===== config.mk =====
export PLATFORM = sky130hd
export DESIGN_NAME = uart_boot_host_flat
export DESIGN_NICKNAME = d
export VERILOG_FILES = /design/src/rtl/uart_boot_host_if.sv /design/src/rtl/uart_boot_host.sv /design/src/flat_wrapper.sv
export SDC_FILE = /design/constraint.sdc
export NUM_CORES = 1
export LEC_CHECK = 0
export BUFFER_PORTS_ARGS = -buffer_cell sky130_fd_sc_hd__buf_2
export CORE_ASPECT_RATIO = 1.4
export CORE_MARGIN = 5
export CORE_UTILIZATION = 40
export DETAILED_ROUTE_END_ITERATION = 16
export PLACE_DENSITY = 0.69
export RECOVER_POWER = 50
export SETUP_SLACK_MARGIN = 0.5
export SLEW_MARGIN = 10
export SYNTH_ARGS = -nofsm -noshare
export SYNTH_HDL_FRONTEND = slang
export SYNTH_SLANG_ARGS = --single-unit

===== constraint.sdc =====
create_clock -name clk -period 8.25 [get_ports clk]
set_clock_uncertainty 0.1 [all_clocks]
set_input_delay 0 -clock clk [delete_from_list [all_inputs] [get_ports clk]]
set_output_delay 0 -clock clk [all_outputs]
set_load 0.01 [all_outputs]

===== src/rtl/uart_boot_host_if.sv =====
// Signal bundle between the boot sequencer, its source memories, UART_TX/UART_RX and the controller.
interface uart_boot_host_if #(
    parameter int AW = 16
) ();
    logic          i_start;
    logic [31:0]   i_prog_len;
    logic [AW-1:0] i_stdin_len;
    logic          o_mem_sel;
    logic [AW-1:0] o_mem_addr;
    logic [7:0]    i_mem_rdata;
    logic [7:0]    o_tx_data;
    logic          o_tx_start;
    logic          i_tx_busy;
    logic [7:0]    i_rx_data;
    logic          i_rx_valid;
    logic          i_rx_ferr;
    logic          o_res_we;
    logic [AW-1:0] o_res_addr;
    logic [7:0]    o_res_wdata;
    logic [AW:0]   o_res_count;
    logic          o_overflow;
    logic          o_ferr_seen;
    logic          o_busy;
    logic          o_done;

    modport slave (
        input  i_start, i_prog_len, i_stdin_len, i_mem_rdata, i_tx_busy,
               i_rx_data, i_rx_valid, i_rx_ferr,
        output o_mem_sel, o_mem_addr, o_tx_data, o_tx_start, o_res_we, o_res_addr,
               o_res_wdata, o_res_count, o_overflow, o_ferr_seen, o_busy, o_done
    );

    modport master (
        output i_start, i_prog_len, i_stdin_len, i_mem_rdata, i_tx_busy,
               i_rx_data, i_rx_valid, i_rx_ferr,
        input  o_mem_sel, o_mem_addr, o_tx_data, o_tx_start, o_res_we, o_res_addr,
               o_res_wdata, o_res_count, o_overflow, o_ferr_seen, o_busy, o_done
    );
endinterface


===== src/rtl/uart_boot_host.sv =====
// Host-side boot sequencer for the CPU UART loader: waits for sync bytes, streams length,
// program and stdin bytes to UART_TX, and captures CPU output into a bounded result buffer.
module uart_boot_host #(
    parameter int          AW           = 16,
    parameter int          RESULT_DEPTH = 128,
    parameter logic [7:0]  SYNC_PROG    = 8'h99,
    parameter logic [7:0]  SYNC_STDIN   = 8'hAA,
    parameter int unsigned IDLE_TIMEOUT = 100000
) (
    input logic             clk,
    input logic             reset_n,
    uart_boot_host_if.slave bus
);

    typedef enum logic [2:0] {
        S_IDLE, S_WAIT_SP, S_SEND_LEN, S_SEND_PROG,
        S_WAIT_SS, S_SEND_STDIN, S_COLLECT, S_DONE
    } state_t;

    typedef enum logic [1:0] { P_ADDR, P_LOAD, P_SEND } phase_t;

    localparam logic [AW:0] RES_FULL = (AW+1)'(RESULT_DEPTH);

    state_t        r_state;
    phase_t        r_phase;
    logic [31:0]   r_idx;
    logic [31:0]   r_len;
    logic [31:0]   r_progLen;
    logic [AW-1:0] r_stdinLen;
    logic          r_memSel;
    logic [7:0]    r_txData;
    logic          r_txStart;
    logic          r_guard;
    logic [AW:0]   r_resCount;
    logic          r_overflow;
    logic          r_ferrSeen;
    logic          r_busy;
    logic          r_done;
    logic [31:0]   r_idle;

    logic       w_sending;
    logic       w_capState;
    logic       w_rxGood;
    logic       w_full;
    logic       w_resWe;
    logic       w_txFire;
    logic       w_lastByte;
    logic [7:0] w_lenByte;

    assign w_sending  = (r_state == S_SEND_LEN) || (r_state == S_SEND_PROG) || (r_state == S_SEND_STDIN);
    assign w_capState = (r_state == S_SEND_STDIN) || (r_state == S_COLLECT);
    assign w_rxGood   = bus.i_rx_valid & ~bus.i_rx_ferr;
    assign w_full     = (r_resCount == RES_FULL);
    assign w_resWe    = w_capState & w_rxGood & ~w_full;
    assign w_txFire   = w_sending && (r_phase == P_SEND) && !bus.i_tx_busy && !r_guard;
    assign w_lastByte = (r_idx == r_len - 32'd1);

    always_comb begin
        w_lenByte = r_progLen[7:0];
        case (r_idx[1:0])
            2'd1:    w_lenByte = r_progLen[15:8];
            2'd2:    w_lenByte = r_progLen[23:16];
            2'd3:    w_lenByte = r_progLen[31:24];
            default: w_lenByte = r_progLen[7:0];
        endcase
    end

    always_ff @(posedge clk or negedge reset_n) begin
        if (!reset_n) begin
            r_state    <= S_IDLE;
            r_phase    <= P_ADDR;
            r_idx      <= '0;
            r_len      <= '0;
            r_progLen  <= '0;
            r_stdinLen <= '0;
            r_memSel   <= 1'b0;
            r_txData   <= '0;
            r_txStart  <= 1'b0;
            r_guard    <= 1'b0;
            r_resCount <= '0;
            r_overflow <= 1'b0;
            r_ferrSeen <= 1'b0;
            r_busy     <= 1'b0;
            r_done     <= 1'b0;
            r_idle     <= '0;
        end else begin
            r_txStart <= 1'b0;

            // Guard stays up through the pulse and one cycle after, so UART_TX busy latency is covered.
            if (w_txFire)
                r_guard <= 1'b1;
            else if (!r_txStart)
                r_guard <= 1'b0;

            if (w_capState && bus.i_rx_valid) begin
                if (bus.i_rx_ferr)
                    r_ferrSeen <= 1'b1;
                else if (w_full)
                    r_overflow <= 1'b1;
                else
                    r_resCount <= r_resCount + 1'b1;
            end

            case (r_state)
                S_IDLE, S_DONE: begin
                    if (bus.i_start) begin
                        r_progLen  <= bus.i_prog_len;
                        r_stdinLen <= bus.i_stdin_len;
                        r_resCount <= '0;
                        r_overflow <= 1'b0;
                        r_ferrSeen <= 1'b0;
                        r_busy     <= 1'b1;
                        r_done     <= 1'b0;
                        r_state    <= S_WAIT_SP;
                    end
                end
                S_WAIT_SP: begin
                    if (w_rxGood && bus.i_rx_data == SYNC_PROG) begin
                        r_state <= S_SEND_LEN;
                        r_idx   <= '0;
                        r_len   <= 32'd4;
                        r_phase <= P_ADDR;
                    end
                end
                S_SEND_LEN, S_SEND_PROG, S_SEND_STDIN: begin
                    case (r_phase)
                        P_ADDR: r_phase <= P_LOAD;
                        P_LOAD: begin
                            r_txData <= (r_state == S_SEND_LEN) ? w_lenByte : bus.i_mem_rdata;
                            r_phase  <= P_SEND;
                        end
                        default: begin
                            if (w_txFire) begin
                                r_txStart <= 1'b1;
                                r_phase   <= P_ADDR;
                                if (!w_lastByte) begin
                                    r_idx <= r_idx + 32'd1;
                                end else begin
                                    r_idx <= '0;
                                    if (r_state == S_SEND_LEN && r_progLen != 32'd0) begin
                                        r_state  <= S_SEND_PROG;
                                        r_len    <= r_progLen;
                                        r_memSel <= 1'b0;
                                    end else if (r_state == S_SEND_STDIN) begin
                                        r_state <= S_COLLECT;
                                        r_idle  <= '0;
                                    end else begin
                                        r_state <= S_WAIT_SS;
                                    end
                                end
                            end
                        end
                    endcase
                end
                S_WAIT_SS: begin
                    if (w_rxGood && bus.i_rx_data == SYNC_STDIN) begin
                        r_idx   <= '0;
                        r_phase <= P_ADDR;
                        if (r_stdinLen == '0) begin
                            r_state <= S_COLLECT;
                            r_idle  <= '0;
                        end else begin
                            r_state  <= S_SEND_STDIN;
                            r_len    <= 32'(r_stdinLen);
                            r_memSel <= 1'b1;
                        end
                    end
                end
                S_COLLECT: begin
                    // r_idle counts edges since the last rx byte; a zero timeout never ends collection.
                    if (bus.i_rx_valid) begin
                        r_idle <= '0;
                    end else if (IDLE_TIMEOUT != 0 && r_idle + 32'd1 == IDLE_TIMEOUT) begin
                        r_state <= S_DONE;
                        r_busy  <= 1'b0;
                        r_done  <= 1'b1;
                    end else begin
                        r_idle <= r_idle + 32'd1;
                    end
                end
                default: r_state <= S_IDLE;
            endcase
        end
    end

    assign bus.o_mem_sel   = r_memSel;
    assign bus.o_mem_addr  = r_idx[AW-1:0];
    assign bus.o_tx_data   = r_txData;
    assign bus.o_tx_start  = r_txStart;
    assign bus.o_res_we    = w_resWe;
    assign bus.o_res_addr  = r_resCount[AW-1:0];
    assign bus.o_res_wdata = bus.i_rx_data;
    assign bus.o_res_count = r_resCount;
    assign bus.o_overflow  = r_overflow;
    assign bus.o_ferr_seen = r_ferrSeen;
    assign bus.o_busy      = r_busy;
    assign bus.o_done      = r_done;

endmodule


===== src/flat_wrapper.sv =====
// flat-port wrapper written by rule: the top's interface ports become plain ports
module uart_boot_host_flat 
#(
    parameter int          AW           = 16,
    parameter int          RESULT_DEPTH = 128,
    parameter logic [7:0]  SYNC_PROG    = 8'h99,
    parameter logic [7:0]  SYNC_STDIN   = 8'hAA,
    parameter int unsigned IDLE_TIMEOUT = 100000
)
  (clk, reset_n, bus_i_start, bus_i_prog_len, bus_i_stdin_len, bus_i_mem_rdata, bus_i_tx_busy, bus_i_rx_data, bus_i_rx_valid, bus_i_rx_ferr, bus_o_mem_sel, bus_o_mem_addr, bus_o_tx_data, bus_o_tx_start, bus_o_res_we, bus_o_res_addr, bus_o_res_wdata, bus_o_res_count, bus_o_overflow, bus_o_ferr_seen, bus_o_busy, bus_o_done);
  uart_boot_host_if #(.AW(AW)) bus_i ();
  input logic clk;
  input logic reset_n;
  input wire logic [$bits(bus_i.i_start)-1:0] bus_i_start;
  input wire logic [$bits(bus_i.i_prog_len)-1:0] bus_i_prog_len;
  input wire logic [$bits(bus_i.i_stdin_len)-1:0] bus_i_stdin_len;
  input wire logic [$bits(bus_i.i_mem_rdata)-1:0] bus_i_mem_rdata;
  input wire logic [$bits(bus_i.i_tx_busy)-1:0] bus_i_tx_busy;
  input wire logic [$bits(bus_i.i_rx_data)-1:0] bus_i_rx_data;
  input wire logic [$bits(bus_i.i_rx_valid)-1:0] bus_i_rx_valid;
  input wire logic [$bits(bus_i.i_rx_ferr)-1:0] bus_i_rx_ferr;
  output wire logic [$bits(bus_i.o_mem_sel)-1:0] bus_o_mem_sel;
  output wire logic [$bits(bus_i.o_mem_addr)-1:0] bus_o_mem_addr;
  output wire logic [$bits(bus_i.o_tx_data)-1:0] bus_o_tx_data;
  output wire logic [$bits(bus_i.o_tx_start)-1:0] bus_o_tx_start;
  output wire logic [$bits(bus_i.o_res_we)-1:0] bus_o_res_we;
  output wire logic [$bits(bus_i.o_res_addr)-1:0] bus_o_res_addr;
  output wire logic [$bits(bus_i.o_res_wdata)-1:0] bus_o_res_wdata;
  output wire logic [$bits(bus_i.o_res_count)-1:0] bus_o_res_count;
  output wire logic [$bits(bus_i.o_overflow)-1:0] bus_o_overflow;
  output wire logic [$bits(bus_i.o_ferr_seen)-1:0] bus_o_ferr_seen;
  output wire logic [$bits(bus_i.o_busy)-1:0] bus_o_busy;
  output wire logic [$bits(bus_i.o_done)-1:0] bus_o_done;
  assign bus_i.i_start = bus_i_start;
  assign bus_i.i_prog_len = bus_i_prog_len;
  assign bus_i.i_stdin_len = bus_i_stdin_len;
  assign bus_i.i_mem_rdata = bus_i_mem_rdata;
  assign bus_i.i_tx_busy = bus_i_tx_busy;
  assign bus_i.i_rx_data = bus_i_rx_data;
  assign bus_i.i_rx_valid = bus_i_rx_valid;
  assign bus_i.i_rx_ferr = bus_i_rx_ferr;
  assign bus_o_mem_sel = bus_i.o_mem_sel;
  assign bus_o_mem_addr = bus_i.o_mem_addr;
  assign bus_o_tx_data = bus_i.o_tx_data;
  assign bus_o_tx_start = bus_i.o_tx_start;
  assign bus_o_res_we = bus_i.o_res_we;
  assign bus_o_res_addr = bus_i.o_res_addr;
  assign bus_o_res_wdata = bus_i.o_res_wdata;
  assign bus_o_res_count = bus_i.o_res_count;
  assign bus_o_overflow = bus_i.o_overflow;
  assign bus_o_ferr_seen = bus_i.o_ferr_seen;
  assign bus_o_busy = bus_i.o_busy;
  assign bus_o_done = bus_i.o_done;
  uart_boot_host #(.AW(AW), .RESULT_DEPTH(RESULT_DEPTH), .SYNC_PROG(SYNC_PROG), .SYNC_STDIN(SYNC_STDIN), .IDLE_TIMEOUT(IDLE_TIMEOUT)) u_core (.clk(clk), .reset_n(reset_n), .bus(bus_i));
endmodule

==> results of run 1 <==
-- synth_stat cells, drive strengths merged, types with 17 or more instances --
cell / number / area share
nor2: 142 / 0.049
a21oi: 53 / 0.024
clkbuf: 53 / 0.018
and3: 17 / 0.0097
nor3: 28 / 0.013
nor4: 34 / 0.022
nand3: 43 / 0.020
xnor2: 42 / 0.034
buf: 55 / 0.034
dfrtp: 181 / 0.41
mux2: 66 / 0.068
inv: 35 / 0.012
mux2i: 26 / 0.024
o21ai: 18 / 0.0082
nand2: 83 / 0.029
nand4: 38 / 0.022
a31oi: 31 / 0.018
xor2: 52 / 0.042
-- final timing paths --
path | from | to | slack (ns) | cells past startpoint
max | u_core.r_len[0] | u_core.r_len[15] | 3.53 | 10
min | bus_i_rx_data[3] | bus_o_res_wdata[3] | 0.12 | 2
max reg2reg | u_core.r_len[0] | u_core.r_len[15] | 3.53 | 10
min reg2reg | u_core.r_guard | u_core.r_guard | 0.37 | 1
max in group asynchronous | reset_n | u_core.r_progLen[30] | 4.10 | 3
min in group asynchronous | reset_n | u_core.r_idx[9] | 0.17 | 2
-- sequential cells by signal (all words and copies together) (netlist names), 2 cells and up --
| name | count |
|---|---|
| u_core.r_phase | 2 |
| u_core.r_state | 3 |
| u_core.bus.o_tx_data | 8 |
| u_core.r_stdinLen | 16 |
| u_core.bus.o_res_count | 17 |
| u_core.r_progLen | 32 |
| u_core.r_idle | 32 |
| u_core.r_len | 32 |
| u_core.r_idx | 32 |
-- placed cells by master (no fill, tap or decap), drive strengths merged, types with 7 or more instances in the layout --
cell	n
dfrtp	181
nor2	142
clkbuf	94
nand2	83
buf	74
mux2	66
dlygate4sd3	60
a21oi	53
xor2	52
nand3	43
xnor2	42
nand4	38
inv	38
nor4	34
a31oi	31
nor3	28
mux2i	26
o21ai	18
and3	17
a22o	13
or3	12
a21boi	12
and4	11
a2bb2oi	9
a222oi	8
ha	8
and2	8
a41oi	7
or4	7
-- kinds of logic (layout without fill, tap and decap cells) --
group,Yosys count,after routing
xor gates and xnor gates,94,94
muxes,92,92
and+or+nand+nor,454,454
adders and majority gates,8,8
buffers and inverters,143,273
DFF,181,181
AOI/OAI and AO/OA,205,205
-- power groups by stage --
stage               registers [mW]  logic, mW  clock network, mW
CTS                           1.01      0.318              0.811
global route                  1.01      0.341              0.844
global placement              1.02      0.290                  0
finish                        1.01      0.308              0.793
floorplan                     1.00      0.191                  0
detailed placement            1.02      0.295                  0
-- layer usage --
layer | routed length [um] | vias to the layer above | share of wire | global-route usage
met4 | 1496 | 0 | 0.047 | 0.1046
li1 | - | 4467 | - | -
met1 | 11860 | 4608 | 0.37 | 0.2264
met2 | 17240 | 303 | 0.54 | 0.3875
met5 | 0 | - | 0 | 0
met3 | 1412 | 94 | 0.044 | 0.03481
-- cell type report --
| class | count | area share |
|---|---|---|
| inverter | 35 | 0.01037 |
| multi-input combinational | 853 | 0.4513 |
| tap | 365 | 0.03605 |
| clock buffer | 21 | 0.03713 |
| sequential | 181 | 0.3575 |
| clock inverter | 10 | 0.007604 |
| timing repair buffer | 207 | 0.1000 |
-- critical path, cell delays in order (launching register included) --
cell and delay (ns):
dfrtp_1 0.42, inv_1 0.09, ha_1 0.22, nor3b_2 0.59, nand4_1 0.26, nor3_1 0.42
nand4_1 0.16, a31o_2 0.29, o41ai_4 0.76, nand2_2 0.76, mux2_1 0.54
==> impl_results.md, run 1 <==
- Worst Slack Setup Final: 3.526 ns
- Seq. cell area: between 4000 and 5000 um^2
- PD cells: roughly 170 nW/um^2
- Max transition margin: -1.246
- Multi-input logic area: around 5700 um^2
- Final nets: 1373
- Share of layout cells above drive strength 1: 0.1415
- Placed cell count: 1581
- Post-Syn Area: around 11000 um^2
- GPL Wtd Cong: ~0.96
- CTS max path bufs: 2
- Adder-cell share of the synthesized area: 0.009163
- Synth Area in Simple Gates: 0.2126
- Starting DRT DRC Count: around 640
- Leakage: approximately 5.4 nW
- Largest family of logic cells by synthesized area: simple AND/OR/NAND/NOR gates
- PortBufs: approximately 140
- Postcts setup bufs: 0
- Routed via count: 9472
- Internal power: between 1.5 and 2 mW
- Placed Area: between 10000 and 15000 um^2
- Die Area: ~30000 um^2
- Hold WC Path Type: in2out
- CTS clk-pin slew, worst paths: 0.07 ns
- CTS tree: done
- Sequential share of power: 0.478
- Compound-Gate Fraction of Synth Area: 0.1318
- Total power: between 2 and 2.5 mW
- Post-Route Utilization: 0.4707
- Non-filler cells, final: roughly 1.7k
- H-tree depth: 4
- Mean Syn Cell Area: approximately 9.3 um^2
- Warnings, synthesis: 0
- MaxCap Viol Count: 1
- Num Clock Sinks: ~180
- Post-Syn Instances: ~1.2k
- Final Setup Violations: 0
- Setup tns final: 0 ns
- Clock Power Share: 0.376
- Syn nets: about 1.3k
- Die H: 205.5 um
- Gates resized, CTS repair: 0
- # rows: roughly 70
- Total CTS buffers: 17
- CP arrival: slightly below 5 ns
- Largest net degree at the start of global routing: around 120
- Place WS: roughly 3.1 ns
- Worst vdd rail ir drop: 131.7 uV
- Fin crit share: 0.5726
- Synth Area in XOR/XNOR: 0.07536
- Failing checks: max-capacitance violations, max-slew violations
- Crit. End Element: flip-flop
- Initial core utilization: 0.4058
- Hold-fix buffers, CTS: 60
- Status: finished with violations
- Worst-path fanout max: 32
- Post-route minimum period: around 4.7 ns
- Global-route wire length before repair: about 50000 um
- Total congestion overflow: 0
- Netlist cell types: between 60 and 70
- Boundary Pins: 142
- Hold slack final: between 0.1 and 0.15 ns
- Max Fclk: ~210 MHz
- Design area: between 10000 and 15000 um^2
- Sw power: around 0.60 mW
- Mux cell area share after synthesis: 0.09186
- Worst Path Required: between 8 and 9 ns
- Sequential area share after synthesis: 0.4146
- Clock Latency Late Sink: about 0.44 ns
- Initial antenna violation count: 0
- Number of synthesized flops with an enable pin: 0
- Filler instances: 2525
- Yosys reg bits: 181
- CP Class: reg2reg
- Area grow syn2layout: 15.98%
- Final number of hold-violating endpoints: 0
- Pin slew with the least headroom to its limit: between 3 and 4 ns
- Hpwl dp: approximately 23000 um
- Fin. max-slew vios: 67
- Fraction of registers with async set/reset: 1.000
- Total track usage: 0.2086
- WL/cell: approximately 19 um
- Die X: ~150 um
- Detail Route Antenna Nets: 0
- RSZ-0062 raised after global routing: false
- Root Driver: clkbuf_16
- Drt pass-1 iters: 6
- Drc violations: 0
- Comb power frac: 0.146
- Core area: around 27000 um^2
- Critical Path Source Type: flip-flop
- Vias in the first global route: 9458
- Post-Route WL: approximately 32000 um
- Vias per inst: ~5.7
- Synth Flop Type: dfrtp_1
- Antenna diodes: 0
- Switching share of power: 0.2863
No activity file was read; power rests on OpenSTA's default activity.
==> run 2: changes to the inputs <==
Settings changed: ABC_AREA set to 1.
Clock period 8.25 ns to 4.85 ns, I/O delays scaled along.
==> run 2 against run 1 <==
Compared with the run above:
- the run ends with negative hold slack, max-capacitance violations, max-slew violations left
- area after synthesis increased by 6.0%
- register-to-register slack got worse by 1.9 ns
- critical path depth decreased by 7
- global-route usage about the same
- clock power increased by 78%
- die area increased by 5.6%
- sequential power increased by 140%
- setup slack got worse by 2.1 ns
- via count increased by 17%
- critical path type is now in2async
- largest cell class unchanged
==> impl_results.md, run 2 <==
- Placed cell count: 2065 (+31%)
- Gates resized, CTS repair: 0 (unchanged)
- Share of layout cells above drive strength 1: 0.1003 (-0.04121)
- Worst vdd rail ir drop: 354.4 uV (+170%)
- Hold WC Path Type: in2async
- Syn nets: 1708 (+36%)
- Post-route minimum period: roughly 3.4 ns
- Final Setup Violations: 0 (unchanged)
- Clock Latency Late Sink: 0.45 ns (about the same)
- Global-route wire length before repair: 54670 um (+8.7%)
- R2r worst-path depth: 10 (unchanged)
- Critical Path Slowest Stage Cell: clkbuf_2
- # rows: 73 (+2.8%)
- Worst Path Required: 4.68 ns (-3.80 ns)
- Largest net degree at the start of global routing: 115 (-1.7%)
- Die H: 211.3 um (+2.8%)
- Most common cell in the synthesized netlist: nand2_1
- Worst-path cell chain: dlygate4sd3_1, buf_6, clkbuf_2
- Worst path max stage delay: 2.06 ns (+1.30 ns)
- Commonest non-fill, non-tap cell in the layout: nand2_1
- Starting DRT DRC Count: 612 (-4.5%)
- Post-Syn Instances: 1630 (+38%)
- Hold slack final: -0.002634 ns (-0.1215 ns)
- Antenna diodes: 0 (unchanged)
- Boundary Pins: 142 (unchanged)
- PD cells: 553.7 nW/um^2 (+230%)
- Top cells by count, synth: nand2_1 (516), nor2_1 (195), dfrtp_1 (181)
- Max transition margin: -0.9041 (+0.3415)
- Synth top area share: 0.3913 (-0.02331)
- Post-Syn Area: 11570 um^2 (+6.0%)
- Worst-path fanout max: 114 (+260%)
- Status: finished with violations
- Area grow syn2layout: 15.53%
- CTS tree: done
- Routed via count: 11.06k (+17%)
- Fin crit share: 0.7027
- Drt pass-1 iters: 5 (-1)
- Root Driver: clkbuf_16
- Final number of hold-violating endpoints: 1 (+1)
- Total track usage: 0.2091 (+0.0004341)
- Core area: 28500 um^2 (+5.9%)
- Largest cells by area after synthesis: dfrtp_1 (39%), nand2_1 (17%), nor2_1 (6.3%)
- Worst r2r src: u_core.r_state[0]
- MaxCap Viol Count: 1 (unchanged)
- Initial antenna violation count: 0 (unchanged)
- Synth Flop Type: dfrtp_1
- Number of synthesized flops with an enable pin: 0 (unchanged)
- Vias per inst: 5.121 (-9.6%)
- Crit Reg-Reg Endpoint: u_core.r_idx[30]
- Sequential area share after synthesis: 0.3913 (-0.02331)
- Final nets: 1850 (+35%)
- CTS clk-pin slew, worst paths: 0.07 ns (about the same)
- Non-filler cells, final: 2159 (+29%)
- Setup tns final: 0 ns (unchanged)
- Detail Route Antenna Nets: 0 (unchanged)
- Mean Syn Cell Area: 7.101 um^2 (-23%)
- CP Class: in2async
- Total congestion overflow: 0 (unchanged)
- Fraction of registers with async set/reset: 1.000 (unchanged)
- Failing checks: negative hold slack, max-capacitance violations, max-slew violations
- R2R Setup Slk: 1.65 ns (-1.88 ns)
- Hpwl dp: 25640 um (+10%)
- Crit. End Element: asynchronous set/reset pin
- PortBufs: 141 (unchanged)
- Post-Route WL: 34050 um (+6.4%)
- CP arrival: 3.24 ns (-1.71 ns)
- GPL Wtd Cong: 0.9193 (-3.9%)
- Max Fclk: 293.4 MHz
- Total CTS buffers: 17 (unchanged)
- Critical Path Source Type: primary input
- CTS max path bufs: 2 (unchanged)
- Num Clock Sinks: 181 (unchanged)
- Postcts setup bufs: 0 (unchanged)
- Initial core utilization: 0.4062 (about the same)
- Most frequent cells in the layout: nand2_1 (516), nor2_1 (194), dfrtp_1 (181), inv_1 (158), nand3_1 (73)
- Yosys reg bits: 181 (unchanged)
- Pin slew with the least headroom to its limit: 2.856 ns (-0.5123 ns)
- Die Area: 32490 um^2 (+5.6%)
- RSZ-0062 raised after global routing: false
- WL/cell: 15.77 um (-18%)
- Drc violations: 0 (unchanged)
- H-tree depth: 4 (unchanged)
- Fin. max-slew vios: 115 (+72%)
- Largest area contributor in the netlist: dfrtp_1
- Warnings, synthesis: 0 (unchanged)
- Die X: 153.8 um (+2.7%)
- Netlist cell types: 46 (-33%)
- Leakage: 6.205 nW (+14%)
- Vias in the first global route: 10.89k (+15%)
## run 2: changes by cell type in the layout (fill, tap and decap cells not counted), sizes merged, moves of 13 or more
cell,previous run,this run
and3,17,0
a21oi,53,30
xnor2,42,19
nand2,83,525
mux2,66,0
mux2i,26,0
nor4,34,21
a31oi,31,11
o21ai,18,98
nand3,43,76
a22o,13,0
inv,38,174
nor2,142,230
## run 2: cell type report
type                            instances  area, um^2
Inverter                              172       645.6
Clock inverter                         13       147.6
Clock buffer                           18       429.2
Tap cell                              375       469.2
Fill cell                            2886       15120
Sequential cell                       181        4529
Multi-Input combinational cell       1193        5878
Timing Repair Buffer                  207        1274
## run 2: worst max path at each step
stage | start | end | slack [ns] | depth (start not counted)
floorplan | u_core.r_len[0] | u_core.r_idx[16] | 2.43 | 16
global placement | u_core.r_state[0] | u_core.r_idx[8] | 1.70 | 10
detailed placement | u_core.r_len[1] | u_core.r_len[6] | 1.65 | 17
CTS | u_core.r_len[1] | u_core.r_len[5] | 1.64 | 18
global route | reset_n | u_core.r_len[8] | 0.69 | 3
finish | reset_n | u_core.r_idle[0] | 1.44 | 3
## run 2: routing by layer
metal	global-route usage	routed length, um
met3	0.02951	1261
met1	0.2366	13590
met4	0.1005	1575
met2	0.3848	17620
met5	0	0
## run 2: what timing repair did
action | in CTS | in global routing
hold endpoints to repair | 131 | 0
hold buffers | 63 | 0
endpoints found under the setup margin | 0 | 0
## run 2: kinds of logic (layout without fill, tap and decap cells)
logic type | count (synthesis) | in the layout | synth area share
fa+ha+maj | 8 | 8 | 0.008648
simple gates | 937 | 937 | 0.3580
flops | 181 | 181 | 0.3913
xor+xnor | 69 | 69 | 0.05221
buf+inv | 256 | 410 | 0.1015
compound gates | 179 | 179 | 0.08831
## run 2: power by group
group | switching, mW | leakage (nW) | total [mW] | internal, mW
sequential | 0.485 | 2.39 | 2.39 | 1.91
clock | 0.646 | 0.275 | 1.41 | 0.765
combinational | 2.49 | 3.53 | 3.60 | 1.11
total | 3.62 | 6.20 | 7.40 | 3.78
## run 2: worst max-delay path: cells and delay by family
| family | cells | cell delay (ns) |
|---|---|---|
| buffers and inverters | 3 | 3.08 |
## run 2: through the flow
stage | cell area (um^2) | util | hold WS (ns) | total power, mW | worst slack, ns
6_report | 13370 | 0.4693 | -0.002634 | 7.405 | 1.442
5_1_grt | 13370 | 0.4693 | 0.06748 | 7.997 | 0.6870
4_1_cts | 13480 | 0.4729 | 0.03198 | 7.442 | 1.642
3_5_place_dp | 12270 | 0.4305 | -0.05748 | 5.972 | 1.650
3_3_place_gp | 12270 | 0.4305 | -0.06382 | 5.912 | 1.696
2_1_floorplan | 11570 | - | -0.3956 | 5.255 | 2.427
==> run 3: changes to the inputs <==
Settings changed: ABC_AREA 1 to 0.
Clock period 4.85 ns to 3.4 ns, I/O delays scaled along.
==> run 3 against run 2 <==
Compared with the run above:
- the run ends with max-capacitance violations, max-slew violations, negative setup slack left
- sequential cell count did not move
- hold slack improved by 0.073 ns
- sequential share of layout area fell by 2.1 points
- utilization rose by 6.1 points
- critical endpoint is now u_core.r_idle[10]
- largest cell class unchanged
==> impl_results.md, run 3 (synthesis gave the netlist of run 1 again) <==
- Internal power: 3.847 mW (+1.6%)
- Placed Area: 12400 um^2 (+1.1%)
- PortBufs: 141 (unchanged)
- Worst Slack Setup Final: -0.07873 ns (-1.520 ns)
- Initial core utilization: 0.4058 (about the same)
- Setup tns final: -1.823 ns (-1.823 ns)
- Worst-path cell chain: or4_4, or3_4, nor4_4, xnor2_2, nor4_2, o2111ai_2, o41ai_4, buf_4, nor3b_4, buf_6, mux2_1
- CP arrival: 3.70 ns (+0.46 ns)
- Vias in the first global route: 10.08k (-7.5%)
- Worst path max stage delay: 0.54 ns (-1.52 ns)
- Die Area: 30760 um^2 (-5.3%)
- Hold WC Path Type: in2reg
- Starting DRT DRC Count: 747 (+22%)
- CTS tree: done
- Max Fclk: ~290 MHz
- Die H: 205.5 um (-2.7%)
- Core area: 26920 um^2 (-5.5%)
- Multi-input logic area: 6125 um^2 (+4.2%)
- CTS max path bufs: 2 (unchanged)
- Total CTS buffers: 17 (unchanged)
- Crit path buffers/inverters: 2 (-1)
- Fin. max-slew vios: 82 (-29%)
- Status: finished with violations
- Total power: 5.363 mW (-28%)
- Filler instances: 2372 (-18%)
- Crit. End Element: flip-flop
- # rows: 71 (-2.7%)
- Failing checks: max-capacitance violations, max-slew violations, negative setup slack
- Clock Power Share: 0.386 (+0.195)
- H-tree depth: 4 (unchanged)
- CP top delay family: simple AND/OR/NAND/NOR gates
- Commonest non-fill, non-tap cell in the layout: dfrtp_1
- Critical Path Source Type: flip-flop
- Worst r2r src: u_core.r_len[25]
- Pin slew with the least headroom to its limit: 2.043 ns (-0.8129 ns)
- CTS clk-pin slew, worst paths: 0.07 ns (about the same)
- PD cells: 375.4 nW/um^2 (-32%)
- Clock Latency Late Sink: 0.45 ns (about the same)
- Drc violations: 0 (unchanged)
- Global-route wire length before repair: 54400 um (-0.49%)
- Worst vdd rail ir drop: 337.4 uV (-4.8%)
- Worst-path fanout max: 5 (-96%)
- Routed via count: 10.25k (-7.3%)
- Boundary Pins: 142 (unchanged)
- Hpwl dp: 24980 um (-2.6%)
- Total track usage: 0.2268 (+0.01777)
- Area grow syn2layout: 30.76%
- Root Driver: clkbuf_16
- Total congestion overflow: 0 (unchanged)
- Initial antenna violation count: 1 (+1)
- Seq. cell area: 4533 um^2 (about the same)
- CP Class: reg2reg
- Final number of hold-violating endpoints: 0 (-1)
- Num Clock Sinks: 181 (unchanged)
- Detail Route Antenna Nets: 0 (unchanged)
- Sequential share of power: 0.452 (+0.129)
- Max transition margin: -0.3622 (+0.5419)
- Most frequent cells in the layout: dfrtp_1 (178), nor2_1 (111), buf_4 (100), buf_2 (86), nand2_1 (82)
- Worst Path Required: 3.62 ns (-1.06 ns)
- Post-route minimum period: 3.479 ns
- Final nets: 1494 (-19%)
- RSZ-0062 raised after global routing: true
- Post-Route WL: 35720 um (+4.9%)
- Design area: 14290 um^2 (+6.8%)
- Critical hold path startpoint: bus_i_rx_valid
- Drt pass-1 iters: 9 (+4)
- Critical Path Slowest Stage Cell: or4_4
- Vias per inst: 5.704 (+11%)
- MaxCap Viol Count: 1 (unchanged)
- Leakage: 6.182 nW (-0.36%)
- GPL Wtd Cong: 0.9905 (+7.7%)
- Die X: 149.7 um (-2.7%)
- Hold slack final: 0.06989 ns (+0.07252 ns)
- Comb power frac: 0.163 (-0.323)
- Place WS: -0.1328 ns (-1.782 ns)
- Share of layout cells above drive strength 1: 0.2708 (+0.1705)
- WL/cell: 19.89 um (+26%)
- Largest net degree at the start of global routing: 82 (-29%)
- Sw power: 1.516 mW (-58%)
- Switching share of power: 0.2826 (-0.2062)
- Final Setup Violations: 54 (+54)
- Critical Path Start: u_core.r_len[25]
- Fin crit share: 1.023
==> run 3: final timing paths <==
path                                           end  slack [ns]  cells past startpoint
setup reg to reg                 u_core.r_idle[10]       -0.08                     11
hold / removal                    u_core.r_idle[0]        0.07                      5
setup / recovery                 u_core.r_idle[10]       -0.08                     11
hold reg to reg                     u_core.r_guard        0.38                      1
min in group asynchronous          u_core.r_idx[9]        0.58                      2
max in group asynchronous  u_core.bus.o_tx_data[0]        0.59                      3
==> run 3: power groups by stage <==
| stage | Sequential (mW) | Clock, mW | Combinational [mW] |
|---|---|---|---|
| after floorplan | 2.44 | 0 | 0.465 |
| after global placement | 2.45 | 0 | 0.754 |
| after detailed placement | 2.45 | 0 | 0.770 |
| after CTS | 2.41 | 2.11 | 0.827 |
| after global routing | 2.43 | 2.19 | 0.949 |
| final | 2.42 | 2.07 | 0.872 |
==> run 3: per-stage QoR <==
stage,util,std cells
3_3_place_gp,0.4607,1676
2_1_floorplan,-,1177
6_report,0.5307,1796
5_1_grt,0.5306,1795
3_5_place_dp,0.4607,1676
4_1_cts,0.5130,1779
==> run 3: layer usage <==
layer,vias up,wire [um],GRT usage
li1,4704,-,-
met1,4998,13090,0.2550
met2,418,18740,0.4097
met3,125,1872,0.03767
met4,0,2025,0.1171
met5,-,0,0
==> run 3: what timing repair did <==
item | in CTS | in global routing
gates cloned | 3 | 5
resized for setup | 20 | 96
hold buffers | 60 | 0
endpoints found under the hold margin | 140 | 0
buffers inserted | 8 | 10
pin swaps | 5 | 31
setup endpoints to repair | 102 | 104
==> run 3: final cells by class <==
cell class,instances,area share
Multi-Input combinational cell,853,0.4287
Sequential cell,181,0.3173
Timing Repair Buffer,328,0.1697
Clock buffer,21,0.03223
Tap cell,365,0.03197
Clock inverter,11,0.01042
Inverter,35,0.009197
Antenna cell,2,0.0003504
==> run 3: worst min-delay path, cell delays in order <==
cell	delay, ns
buf_2	0.14
nor3_2	0.06
o21ai_1	0.08
buf_4	0.20
mux2i_1	0.08
